[config.mk]
export PLATFORM = sky130hd
export DESIGN_NAME = counter_load_preset
export DESIGN_NICKNAME = d
export VERILOG_FILES = /design/src/rtl/counter_load_preset.sv
export SDC_FILE = /design/constraint.sdc
export NUM_CORES = 1
export LEC_CHECK = 0
export ABC_AREA = 1
export BUFFER_PORTS_ARGS = -buffer_cell sky130_fd_sc_hd__clkbuf_2
export CORE_AREA = 2 2 39 41
export CTS_CLUSTER_SIZE = 28
export DETAILED_ROUTE_END_ITERATION = 8
export DIE_AREA = 0 0 41 43
export PLACE_DENSITY = 0.36
export SLEW_MARGIN = 15
export SYNTH_ARGS = -nofsm -noshare
export SYNTH_HDL_FRONTEND = slang
export SYNTH_SLANG_ARGS = --single-unit
[constraint.sdc]
create_clock -name clk -period 0.8 [get_ports clk]
set_input_delay 0.16 -clock clk [delete_from_list [all_inputs] [get_ports clk]]
set_output_delay 0.16 -clock clk [all_outputs]
set_load 0.01 [all_outputs]
[src/rtl/counter_load_preset.sv]
`default_nettype none
// ============================================================================
// Module      : counter_load_preset
// Description : Free-running up-counter with synchronous preset-to-all-ones
//               and synchronous parallel load. Priority on each rising edge
//               while clear is high: pre > en > increment.
//
// Parameters  : WIDTH    - counter/data width in bits (>= 2), default 4
//
// Ports       : clk      - system clock, rising-edge active
//               clear    - asynchronous active-low clear (0 forces count to 0)
//               pre      - synchronous preset to all ones, active-high
//               en       - synchronous parallel-load enable, active-high
//               data_in  - load value, sampled when en = 1 and pre = 0
//               data_out - current count, registered
//               tc       - terminal count, 1 while data_out is all ones
//
// Options     : COUNTER_LOAD_PRESET_SAT_EN - when defined, the increment path
//               saturates at all ones instead of wrapping to zero.
//
// Revision    : 1.0 - initial release
// ============================================================================
module counter_load_preset #(
    parameter int WIDTH = 4
) (
    input  logic             clk,
    input  logic             clear,
    input  logic             pre,
    input  logic             en,
    input  logic [WIDTH-1:0] data_in,
    output logic [WIDTH-1:0] data_out,
    output logic             tc
);

    localparam logic [WIDTH-1:0] c_all_ones = {WIDTH{1'b1}};
    localparam logic [WIDTH-1:0] c_one      = {{(WIDTH-1){1'b0}}, 1'b1};

    logic [WIDTH-1:0] r_count;
    logic [WIDTH-1:0] w_count_inc;
    logic             w_at_top;

    assign w_at_top = (r_count == c_all_ones);

`ifdef COUNTER_LOAD_PRESET_SAT_EN
    // Saturating increment: once at all ones, only clear, pre or en move it.
    assign w_count_inc = w_at_top ? r_count : (r_count + c_one);
`else
    // Wrapping increment: all ones rolls over to zero.
    assign w_count_inc = r_count + c_one;
`endif

    // data_in only reaches the register on the load branch, so an unknown
    // data_in cannot disturb the count unless a load is actually selected.
    always_ff @(posedge clk or negedge clear) begin
        if (!clear) begin
            r_count <= '0;
        end else if (pre) begin
            r_count <= c_all_ones;
        end else if (en) begin
            r_count <= data_in;
        end else begin
            r_count <= w_count_inc;
        end
    end

    assign data_out = r_count;
    assign tc       = w_at_top;

endmodule
`default_nettype wire

# Word level (Yosys, flattened, before mapping)
# Cells that the tools add are included.
# totals
register_bits	4
input_bits	8
# op_classes
addsub	1
eq_ne	1
mux	2
# op_table
op	n
4-bit 2-to-1 mux	2
4-bit by 1-bit adder with 4-bit output (second input constant)	1
4-bit equality test (second input constant)	1

# Longest topological paths before layout
# Gate-level depths: netlist of run 1.
# logic_depth
depth_word	3
depth_mapped	4
depth_no_buf	4

# Worst setup path before layout of run 1
# OpenSTA, ideal clock, no wires.
# synth_path
path_kind	register to output
from	reg r_count[0], in the netlist data_out[0]
to	out tc
t_arrival_ns	0.834
required_ns	0.640
slack_ns	-0.194
stages_incl_launch_ff	4
path_buffers	0
cell_sequence	dfrtp_1 ha_1 nand2_1 nor2_1
# synth_between
elab_chain_cells	1
# synth_lines
element	line	text
from (decl)	38	logic [WIDTH-1:0] r_count;
from (signal assigned)	58	r_count <= c_all_ones;
from (signal assigned)	60	r_count <= data_in;
from (signal assigned)	62	r_count <= w_count_inc;
4-bit equality test	42	assign w_at_top = (r_count == c_all_ones);
to (decl)	32	output logic tc
# Every way passes these cells.

# Final worst setup path of run 1
# Ends and elaborated chain as after synthesis.

==> results.sh, run 1 <==
export IMPL_switchingPower_mw=0.1925
export IMPL_min_path_cells=3
export IMPL_r2r_end="data_out[2]$_DFF_PN0_"
export IMPL_dp_cells=54
export IMPL_ant_nets=0
export IMPL_yosys_warnings=0
export IMPL_grt_max_degree=7
export IMPL_gr_total_overflow=0
export IMPL_setup_violations_final=8
export IMPL_ios=13
export IMPL_critical_path_class="flop to output port"
export IMPL_dieArea_um2=1763
export IMPL_drv_cap=0
export IMPL_die_width_um=41
export IMPL_critPathSlowestCell="dfrtp_1"
export IMPL_cp_max_fo=2
export IMPL_fin_hold_ws_ns=0.1454
export IMPL_grt_pass1_vias=265
export IMPL_fin_nets=57
export IMPL_grt_usage_pct=9.164
export IMPL_drc=0
export IMPL_synth_nets=33
export IMPL_grt_pass1_wl_um=1041
export IMPL_diodes=0
export IMPL_grt_use_met2_pct=14.37
export IMPL_seqPwrFrac_pct=34.5
export IMPL_place_congestion=0.6320
export IMPL_slew_headroom_pct=89.25
export IMPL_final_cell_area_um2=396.6
export IMPL_rr_worst_depth=6
export IMPL_design_core_area_um2=1384
export IMPL_io_buffer_count=12
export IMPL_largest_reg_flops=4
export IMPL_area_growth_pct=101.9
export IMPL_r2r_start="data_out[0]$_DFF_PN0_"
export IMPL_drv_slew=0
export IMPL_crit_path_start_kind="flop"
export IMPL_grtUsageMet1_pct=9.091
export IMPL_power_density_nw_per_um2=1757
export IMPL_p_clk_share_pct=35.2
export IMPL_max_stage_delay_ns=0.40
export IMPL_fin_cells=62
export IMPL_htree_num_levels=1
export IMPL_timing_final_crit_share_pct=148.8
export IMPL_grt_setup_unrepaired="yes"
export IMPL_worst_setup_path_end_kind="output port"
export IMPL_hold_path_class="input pin to flop"
export IMPL_p_int_mw=0.5043
export IMPL_syn_cell_area_um2=196.4
export IMPL_tightest_slew_ns=0.1612
export IMPL_rrSetupSlack_ns=-0.27
export IMPL_synth_cells=24
export IMPL_start_util_pct=14.20
export IMPL_fmax_mhz=840.3
export IMPL_dpl_instance_area_um2=294.0
export IMPL_first_pass_iters=4
export IMPL_rows=14
export IMPL_hold_viol_final=0
export IMPL_drive_above_1_share_pct=63.04
export IMPL_crit_path_cell_trace="ha_4 > nand2_4 > nor2_2 > buf_2"
export IMPL_clockRootBuffer="clkbuf_4"
export IMPL_violations="setup timing"
export IMPL_clk_latency_ns=0.23
export IMPL_syn_area_per_cell_um2=8.185
export IMPL_ir_drop_v=0.0003960
export IMPL_cts_tree="built"
export IMPL_cts_buffers=3
export IMPL_dp_hpwl_um=424.8
export IMPL_clockBufferDepth=2
export IMPL_yosysSeqAreaShare_pct=50.96
export IMPL_skew_ns=0.002585
export IMPL_setup_ws_ns=-0.3900
export IMPL_required_ns=0.64
export IMPL_fillerInstances=158
export IMPL_cellLeakagePower_nw=0.1964
export IMPL_fin_crit_ns=1.190
export IMPL_routed_via_density=4.161
export IMPL_gr_usage_met3_pct=2.618
export IMPL_wirelength_um=644
export IMPL_min_from="data_in[1]"
export IMPL_sw_frac_of_total_pct=27.62
export IMPL_clock_sinks=4
export IMPL_wl_per_cell_um=10.39
export IMPL_top_usage_layer="met2"
export IMPL_finalSetupTns_ns=-1.723
export IMPL_critPathArrivalTime_ns=1.03
export IMPL_worstHoldEndpoint="data_out[1]$_DFF_PN0_"
export IMPL_clk_pin_slew_ns=0.04
export IMPL_die_h_um=43
export IMPL_p_comb_share_pct=30.3
export IMPL_vias=258
export IMPL_drtIter0Drc=5
export IMPL_antenna_found_initial=0
export IMPL_ys_types=10
export IMPL_fin_util_pct=28.66
export IMPL_ys_ff_latch=4
export IMPL_outcome="finished, violations left"
## power by group through the flow
stage	sequential [mW]	combinational [mW]	clock, mW
6_report	0.241	0.211	0.245
4_1_cts	0.237	0.177	0.256
5_1_grt	0.244	0.233	0.266
2_1_floorplan	0.247	0.0526	0
3_3_place_gp	0.236	0.135	0
3_5_place_dp	0.237	0.134	0
## layer usage
layer  share of wire, %  vias up  wire length, um
li1                   -      126                -
met3                9.8        0               63
met4                  0        0                0
met2                 52       12              337
met1                 38      120              242
met5                  0        -                0
## timing repair
| item | CTS | global route |
|---|---|---|
| pin swaps | 1 | 3 |
| resized for setup | 5 | 10 |
| setup buffers | 3 | 2 |
| hold buffers | 1 | 0 |
| setup endpoints to repair | 8 | 9 |
| hold endpoints to repair | 4 | 0 |
## final cells by class
type	count	area [um2]	area share, %
Multi-Input combinational cell	18	122.6	30.91
Timing Repair Buffer	19	122.6	30.91
Sequential cell	4	101.3	25.55
Clock buffer	3	22.52	5.678
Tap cell	16	20.02	5.047
Inverter	2	7.507	1.893
## synth_stat cells
master / count / share of area [%]
a21oi_1: 4 / 10
nand4_1: 1 / 3.2
inv_1: 2 / 3.8
o21ai_1: 1 / 2.5
nor2_1: 2 / 3.8
dfrtp_1: 4 / 51
o21ai_0: 1 / 2.5
nand2_1: 6 / 11
ha_1: 1 / 6.4
nand3_1: 2 / 5.1
## cells by family (layout without fill, tap and decap cells)
family,Yosys count,count (layout),share of synthesized area [%]
buffers and inverters,2,24,3.823
AO/OA/AOI/OAI,6,6,15.28
adder cells (fa/ha/maj),1,1,6.368
AND/OR/NAND/NOR,11,11,23.57
flip-flops,4,4,50.96
## through the flow
stage | power, mW | worst slack, ns
2_1_floorplan | 0.2992 | -0.1621
3_3_place_gp | 0.3715 | -0.1738
3_5_place_dp | 0.3708 | -0.1783
4_1_cts | 0.6710 | -0.3962
5_1_grt | 0.7427 | -0.4394
6_report | 0.6968 | -0.3900
## cell usage in the layout (no fill, tap or decap)
| master | Yosys | final |
|---|---|---|
| nand2_2 | 0 | 2 |
| ha_4 | 0 | 1 |
| nand2_1 | 6 | 3 |
| dlygate4sd3_1 | 0 | 1 |
| clkbuf_2 | 0 | 9 |
| nand4_1 | 1 | 1 |
| dfrtp_2 | 0 | 1 |
| a21oi_1 | 4 | 4 |
| nor2_2 | 0 | 2 |
| nand2_4 | 0 | 1 |
| buf_6 | 0 | 2 |
| buf_4 | 0 | 4 |
| o21ai_2 | 0 | 1 |
| dfrtp_1 | 4 | 3 |
| clkbuf_4 | 0 | 3 |
| inv_1 | 2 | 2 |
| o21ai_1 | 1 | 1 |
| nand3_1 | 2 | 2 |
| buf_2 | 0 | 3 |
## worst max-delay path by stage
stage	from	endpoint	slack [ns]
final	data_out[0]$_DFF_PN0_	tc	-0.39
after global routing	data_out[0]$_DFF_PN0_	tc	-0.44
after CTS	data_out[1]$_DFF_PN0_	tc	-0.40
after detailed placement	data_out[0]$_DFF_PN0_	tc	-0.18
after global placement	data_out[0]$_DFF_PN0_	tc	-0.17
after floorplan	data_out[0]$_DFF_PN0_	tc	-0.16
## critical path: cells and delay by family (launching register included)
kind / cells / cell delay [ns]
buffers and inverters: 1 / 0.13
adders and majority gates: 1 / 0.18
and+or+nand+nor: 2 / 0.08
DFF: 1 / 0.40
Power figures use the tool's default switching activity.
==> inputs of run 2 (changes only) <==
--- a/config.mk
+++ b/config.mk
@@ -12,6 +12,7 @@
 export DETAILED_ROUTE_END_ITERATION = 8
 export DIE_AREA = 0 0 41 43
 export PLACE_DENSITY = 0.36
+export REMOVE_ABC_BUFFERS = 1
 export SLEW_MARGIN = 15
 export SYNTH_ARGS = -nofsm -noshare
 export SYNTH_HDL_FRONTEND = slang
==> run 2 against run 1 <==
Effect of this change:
- the flow still finishes with violations (setup timing)
- first-iteration DRC count up 40%
- global-route usage up 1.5 points
- combinational power is 6% higher
- total power grew 2.2%
- critical endpoint unchanged
- largest power group unchanged
==> results.sh, run 2 (same netlist as run 1, synthesis figures left out) <==
export IMPL_outcome="finished, violations left"
export IMPL_violations="setup timing"
export IMPL_grt_pass1_vias=286
export IMPL_fmax_mhz=827.1
export IMPL_io_buffer_count=12
export IMPL_power_density_nw_per_um2=1689
export IMPL_clock_sinks=4
export IMPL_fin_cells=63
export IMPL_grt_setup_unrepaired="yes"
export IMPL_r2r_start="data_out[2]$_DFF_PN0_"
export IMPL_rows=14
export IMPL_largest_reg_flops=4
export IMPL_worstHoldEndpoint="data_out[1]$_DFF_PN0_"
export IMPL_ir_drop_v=0.0005940
export IMPL_final_cell_area_um2=421.7
export IMPL_dpl_instance_area_um2=306.5
export IMPL_area_growth_pct=114.6
export IMPL_critical_path_class="flop to output port"
export IMPL_final_common_cell="clkbuf_2"
export IMPL_routed_via_density=3.968
export IMPL_slew_headroom_pct=88.35
export IMPL_crit_path_cell_trace="ha_4 > nand2_2 > nor2_2 > buf_2"
export IMPL_place_congestion=0.6431
export IMPL_cts_buffers=3
export IMPL_clockBufferDepth=2
export IMPL_skew_ns=0.003848
export IMPL_hold_viol_final=0
export IMPL_setup_ws_ns=-0.4091
export IMPL_ios=13
export IMPL_htree_num_levels=1
export IMPL_clk_pin_slew_ns=0.04
export IMPL_clockRootBuffer="clkbuf_4"
export IMPL_drtIter0Drc=7
export IMPL_drv_slew=0
export IMPL_met3_length_um=46
export IMPL_min_path_cells=3
export IMPL_wirelength_um=670
export IMPL_antenna_found_initial=0
export IMPL_start_util_pct=14.20
export IMPL_first_pass_iters=2
export IMPL_diodes=0
export IMPL_dp_cells=56
export IMPL_p_total_mw=0.7121
export IMPL_max_stage_delay_ns=0.41
export IMPL_path_buf_inv=1
export IMPL_drc=0
export IMPL_clk_latency_ns=0.24
export IMPL_drv_cap=0
export IMPL_critPathArrivalTime_ns=1.05
export IMPL_highest_layer="met3"
export IMPL_fin_nets=58
export IMPL_dieArea_um2=1763
export IMPL_rrSetupSlack_ns=-0.25
export IMPL_grt_usage_pct=10.69
export IMPL_cp_top_family="flip-flops"
export IMPL_cts_tree="built"
export IMPL_final_cell_mix="clkbuf_2 (8), buf_6 (7), a21oi_1 (4), dfrtp_1 (4)"
export IMPL_timing_final_crit_share_pct=151.1
export IMPL_hold_path_class="input pin to flop"
export IMPL_min_from="data_in[1]"
export IMPL_wl_met2_um=347
export IMPL_r2r_end="data_out[3]$_DFF_PN0_"
export IMPL_gr_total_overflow=0
export IMPL_critPathLaunch="data_out[0]$_DFF_PN0_"
export IMPL_cp_max_fo=2
export IMPL_drive_above_1_share_pct=59.57
export IMPL_ant_nets=0
export IMPL_vias=250
export IMPL_cellLeakagePower_nw=0.2090
export IMPL_die_width_um=41
export IMPL_setup_violations_final=8
export IMPL_die_h_um=43
export IMPL_wl_per_cell_um=10.63
export IMPL_post_place_ws_ns=-0.1748
export IMPL_required_ns=0.64
export IMPL_tightest_slew_ns=0.1747
export IMPL_grt_max_degree=7
export IMPL_design_core_area_um2=1384
export IMPL_critPathSlowestCell="dfrtp_1"
export IMPL_crit_path_start_kind="flop"
export IMPL_wl_met1_um=276
export IMPL_grt_pass1_wl_um=1110
export IMPL_worst_setup_path_end_kind="output port"
export IMPL_dp_hpwl_um=443.8
export IMPL_rr_worst_depth=6
export IMPL_fin_crit_ns=1.209
## run 2: cell count changes in the layout (fill, tap and decap cells not counted)
cell / change
buf_6: +5
buf_2: -2
buf_4: -1
clkbuf_2: -1
dfrtp_1: +1
dfrtp_2: -1
nand2_2: +1
nand2_4: -1
nor2_1: +1
nor2_2: -1
## run 2: what timing repair did
action | 4_1_cts | 5_1_grt
endpoints found under the hold margin | 4 | 0
pin swaps | 3 | 1
setup endpoints to repair | 8 | 9
buffers inserted | 2 | 2
gates resized for setup | 8 | 12
hold buffers | 1 | 0
## run 2: metrics by stage
step	hold slack [ns]	TNS, ns	utilization [%]
floorplan	-0.1356	-0.4695	-
global placement	-0.02915	-0.4884	22.15
detailed placement	-0.02613	-0.4731	22.15
CTS	0.1403	-1.953	27.67
global route	0.1533	-2.406	30.47
finish	0.1500	-2.001	30.47
## run 2: report_power, final
group	switching, mW	total, mW	internal (mW)
logic	0.0944	0.223	0.128
registers	0.0194	0.240	0.220
clock network	0.0818	0.250	0.168
total	0.196	0.712	0.517
## run 2: how the worst max path moves through the flow
| stage | end | depth (start not counted) |
|---|---|---|
| after floorplan | tc | 3 |
| after global placement | tc | 4 |
| after detailed placement | tc | 4 |
| after CTS | tc | 4 |
| after global routing | tc | 4 |
| final | tc | 4 |
## run 2: worst reg2reg max path: cells and delay by family (launching register included)
| family | cells | cell delay, ns |
|---|---|---|
| and+or+nand+nor | 4 | 0.25 |
| DFF | 1 | 0.41 |
| buffers and inverters | 2 | 0.28 |
## run 2: cell type report
type	instances	area, um2
clock buffers	3	22.52
repair buffers	20	156.4
flip-flops and latches	4	100.1
well taps	16	20.02
inverters	2	7.507
multi-input cells	18	115.1
fillers	149	962.2
## run 2: metal layers
| layer | global-route usage (%) | vias to the layer above |
|---|---|---|
| met3 | 4.712 | 0 |
| met1 | 10.10 | 109 |
| met4 | 10.00 | 0 |
| li1 | - | 129 |
| met5 | 0 | - |
| met2 | 15.94 | 12 |
==> inputs of run 3 (changes only) <==
--- a/config.mk
+++ b/config.mk
@@ -12,6 +12,7 @@
 export DETAILED_ROUTE_END_ITERATION = 8
 export DIE_AREA = 0 0 41 43
 export PLACE_DENSITY = 0.36
+export RECOVER_POWER = 100
 export REMOVE_ABC_BUFFERS = 1
 export SLEW_MARGIN = 15
 export SYNTH_ARGS = -nofsm -noshare
==> run 3 against run 2 <==
Effect of this change:
- the run still ends with setup timing left
- global-route usage stayed put
- register-to-register slack hardly changed
- total power is 0.88% lower
- critical path depth stayed put
- largest cell class unchanged
==> results.sh, run 3 (same netlist as run 1, synthesis figures left out) <==
export IMPL_outcome="finished, violations left"
export IMPL_violations="setup timing"
export IMPL_critPathArrivalTime_ns=1.05
export IMPL_rows=14
export IMPL_dieArea_um2=1763
export IMPL_place_congestion=0.6431
export IMPL_cellLeakagePower_nw=0.2040
export IMPL_final_cell_mix="clkbuf_2 (8), buf_6 (6), a21oi_1 (4), dfrtp_1 (4)"
export IMPL_clockBufferDepth=2
export IMPL_finalSetupTns_ns=-2.023
export IMPL_final_cell_area_um2=414.1
export IMPL_fin_util_pct=29.93
export IMPL_rr_worst_depth=6
export IMPL_grt_setup_unrepaired="yes"
export IMPL_fin_hold_ws_ns=0.1498
export IMPL_largest_reg_flops=4
export IMPL_hold_viol_final=0
export IMPL_antenna_found_initial=0
export IMPL_drv_slew=0
export IMPL_rrSetupSlack_ns=-0.25
export IMPL_grt_usage_pct=10.69
export IMPL_grt_pass1_wl_um=1110
export IMPL_required_ns=0.64
export IMPL_first_pass_iters=2
export IMPL_htree_num_levels=1
export IMPL_diodes=0
export IMPL_vias=249
export IMPL_r2r_start="data_out[2]$_DFF_PN0_"
export IMPL_setup_violations_final=8
export IMPL_fin_crit_ns=1.208
export IMPL_crit_path_start_kind="flop"
export IMPL_fin_nets=58
export IMPL_skew_ns=0.003832
export IMPL_timing_final_crit_share_pct=151.0
export IMPL_cts_tree="built"
export IMPL_gr_total_overflow=0
export IMPL_drv_cap=0
export IMPL_power_density_nw_per_um2=1704
export IMPL_min_from="data_in[1]"
export IMPL_dp_hpwl_um=443.8
export IMPL_p_total_mw=0.7058
export IMPL_slew_headroom_pct=83.33
export IMPL_clk_latency_ns=0.24
export IMPL_post_place_ws_ns=-0.1748
export IMPL_hold_path_class="input pin to flop"
export IMPL_critPathLaunch="data_out[1]$_DFF_PN0_"
export IMPL_clk_pin_slew_ns=0.03
export IMPL_cp_max_fo=2
export IMPL_ios=13
export IMPL_dpl_instance_area_um2=306.5
export IMPL_wirelength_um=665
export IMPL_tightest_slew_ns=0.2501
export IMPL_wl_per_cell_um=10.56
export IMPL_drive_above_1_share_pct=57.45
export IMPL_clockRootBuffer="clkbuf_4"
export IMPL_setup_ws_ns=-0.4080
export IMPL_r2r_end="data_out[3]$_DFF_PN0_"
export IMPL_ant_nets=0
export IMPL_die_h_um=43
export IMPL_grt_max_degree=7
export IMPL_start_util_pct=14.20
export IMPL_routed_via_density=3.952
export IMPL_cts_buffers=3
export IMPL_drtIter0Drc=5
export IMPL_area_growth_pct=110.8
export IMPL_dp_cells=56
export IMPL_die_width_um=41
export IMPL_clock_sinks=4
export IMPL_grt_pass1_vias=286
export IMPL_io_buffer_count=12
export IMPL_drc=0
export IMPL_worst_setup_path_end_kind="output port"
export IMPL_fin_cells=63
export IMPL_cp_endpoint="tc"
export IMPL_design_core_area_um2=1384
export IMPL_critical_path_class="flop to output port"
export IMPL_final_common_cell="clkbuf_2"
export IMPL_fmax_mhz=827.8
export IMPL_ir_drop_v=0.0005906
[run 3: per-layer routing]
| layer | track usage [%] | vias up | wire length, um |
|---|---|---|---|
| li1 | - | 129 | - |
| met1 | 10.10 | 108 | 274 |
| met2 | 15.94 | 12 | 345 |
| met3 | 4.712 | 0 | 46 |
| met4 | 10.00 | 0 | 0 |
| met5 | 0 | - | 0 |
[run 3: layout make-up]
| type | instances | area [um2] |
|---|---|---|
| tap | 16 | 20.02 |
| sequential | 4 | 100.1 |
| fill | 151 | 969.7 |
| clock buffer | 3 | 22.52 |
| inverter | 2 | 7.507 |
| multi-input combinational | 18 | 115.1 |
| timing repair buffer | 20 | 148.9 |
[run 3: worst min path at each step]
| stage | endpoint | slack (ns) | depth (start not counted) |
|---|---|---|---|
| final | data_out[1]$_DFF_PN0_ | 0.15 | 3 |
| after global routing | data_out[0]$_DFF_PN0_ | 0.15 | 3 |
| after CTS | data_out[1]$_DFF_PN0_ | 0.14 | 3 |
| after detailed placement | data_out[2]$_DFF_PN0_ | -0.03 | 1 |
| after global placement | data_out[2]$_DFF_PN0_ | -0.03 | 1 |
| after floorplan | data_out[0]$_DFF_PN0_ | -0.14 | 0 |
[run 3: what timing repair did]
| action | 4_1_cts | 5_1_grt |
|---|---|---|
| resized for setup | 8 | 12 |
| endpoints found under the hold margin | 4 | 0 |
| cloned | 0 | 0 |
| pin swaps | 3 | 1 |
| hold buffers | 1 | 0 |
| setup buffers | 2 | 2 |
| setup endpoints to repair | 8 | 9 |
[run 3: worst max-delay path, cell delays in order, from the launching register on]
cell	delay (ns)
dfrtp_1	0.41
ha_4	0.18
nand2_2	0.06
nor2_2	0.03
buf_2	0.13
[run 3: report_power, final]
group / total (mW) / switching (mW) / internal [mW]
Combinational: 0.217 / 0.0942 / 0.123
Sequential: 0.239 / 0.0186 / 0.220
Clock: 0.249 / 0.0817 / 0.168
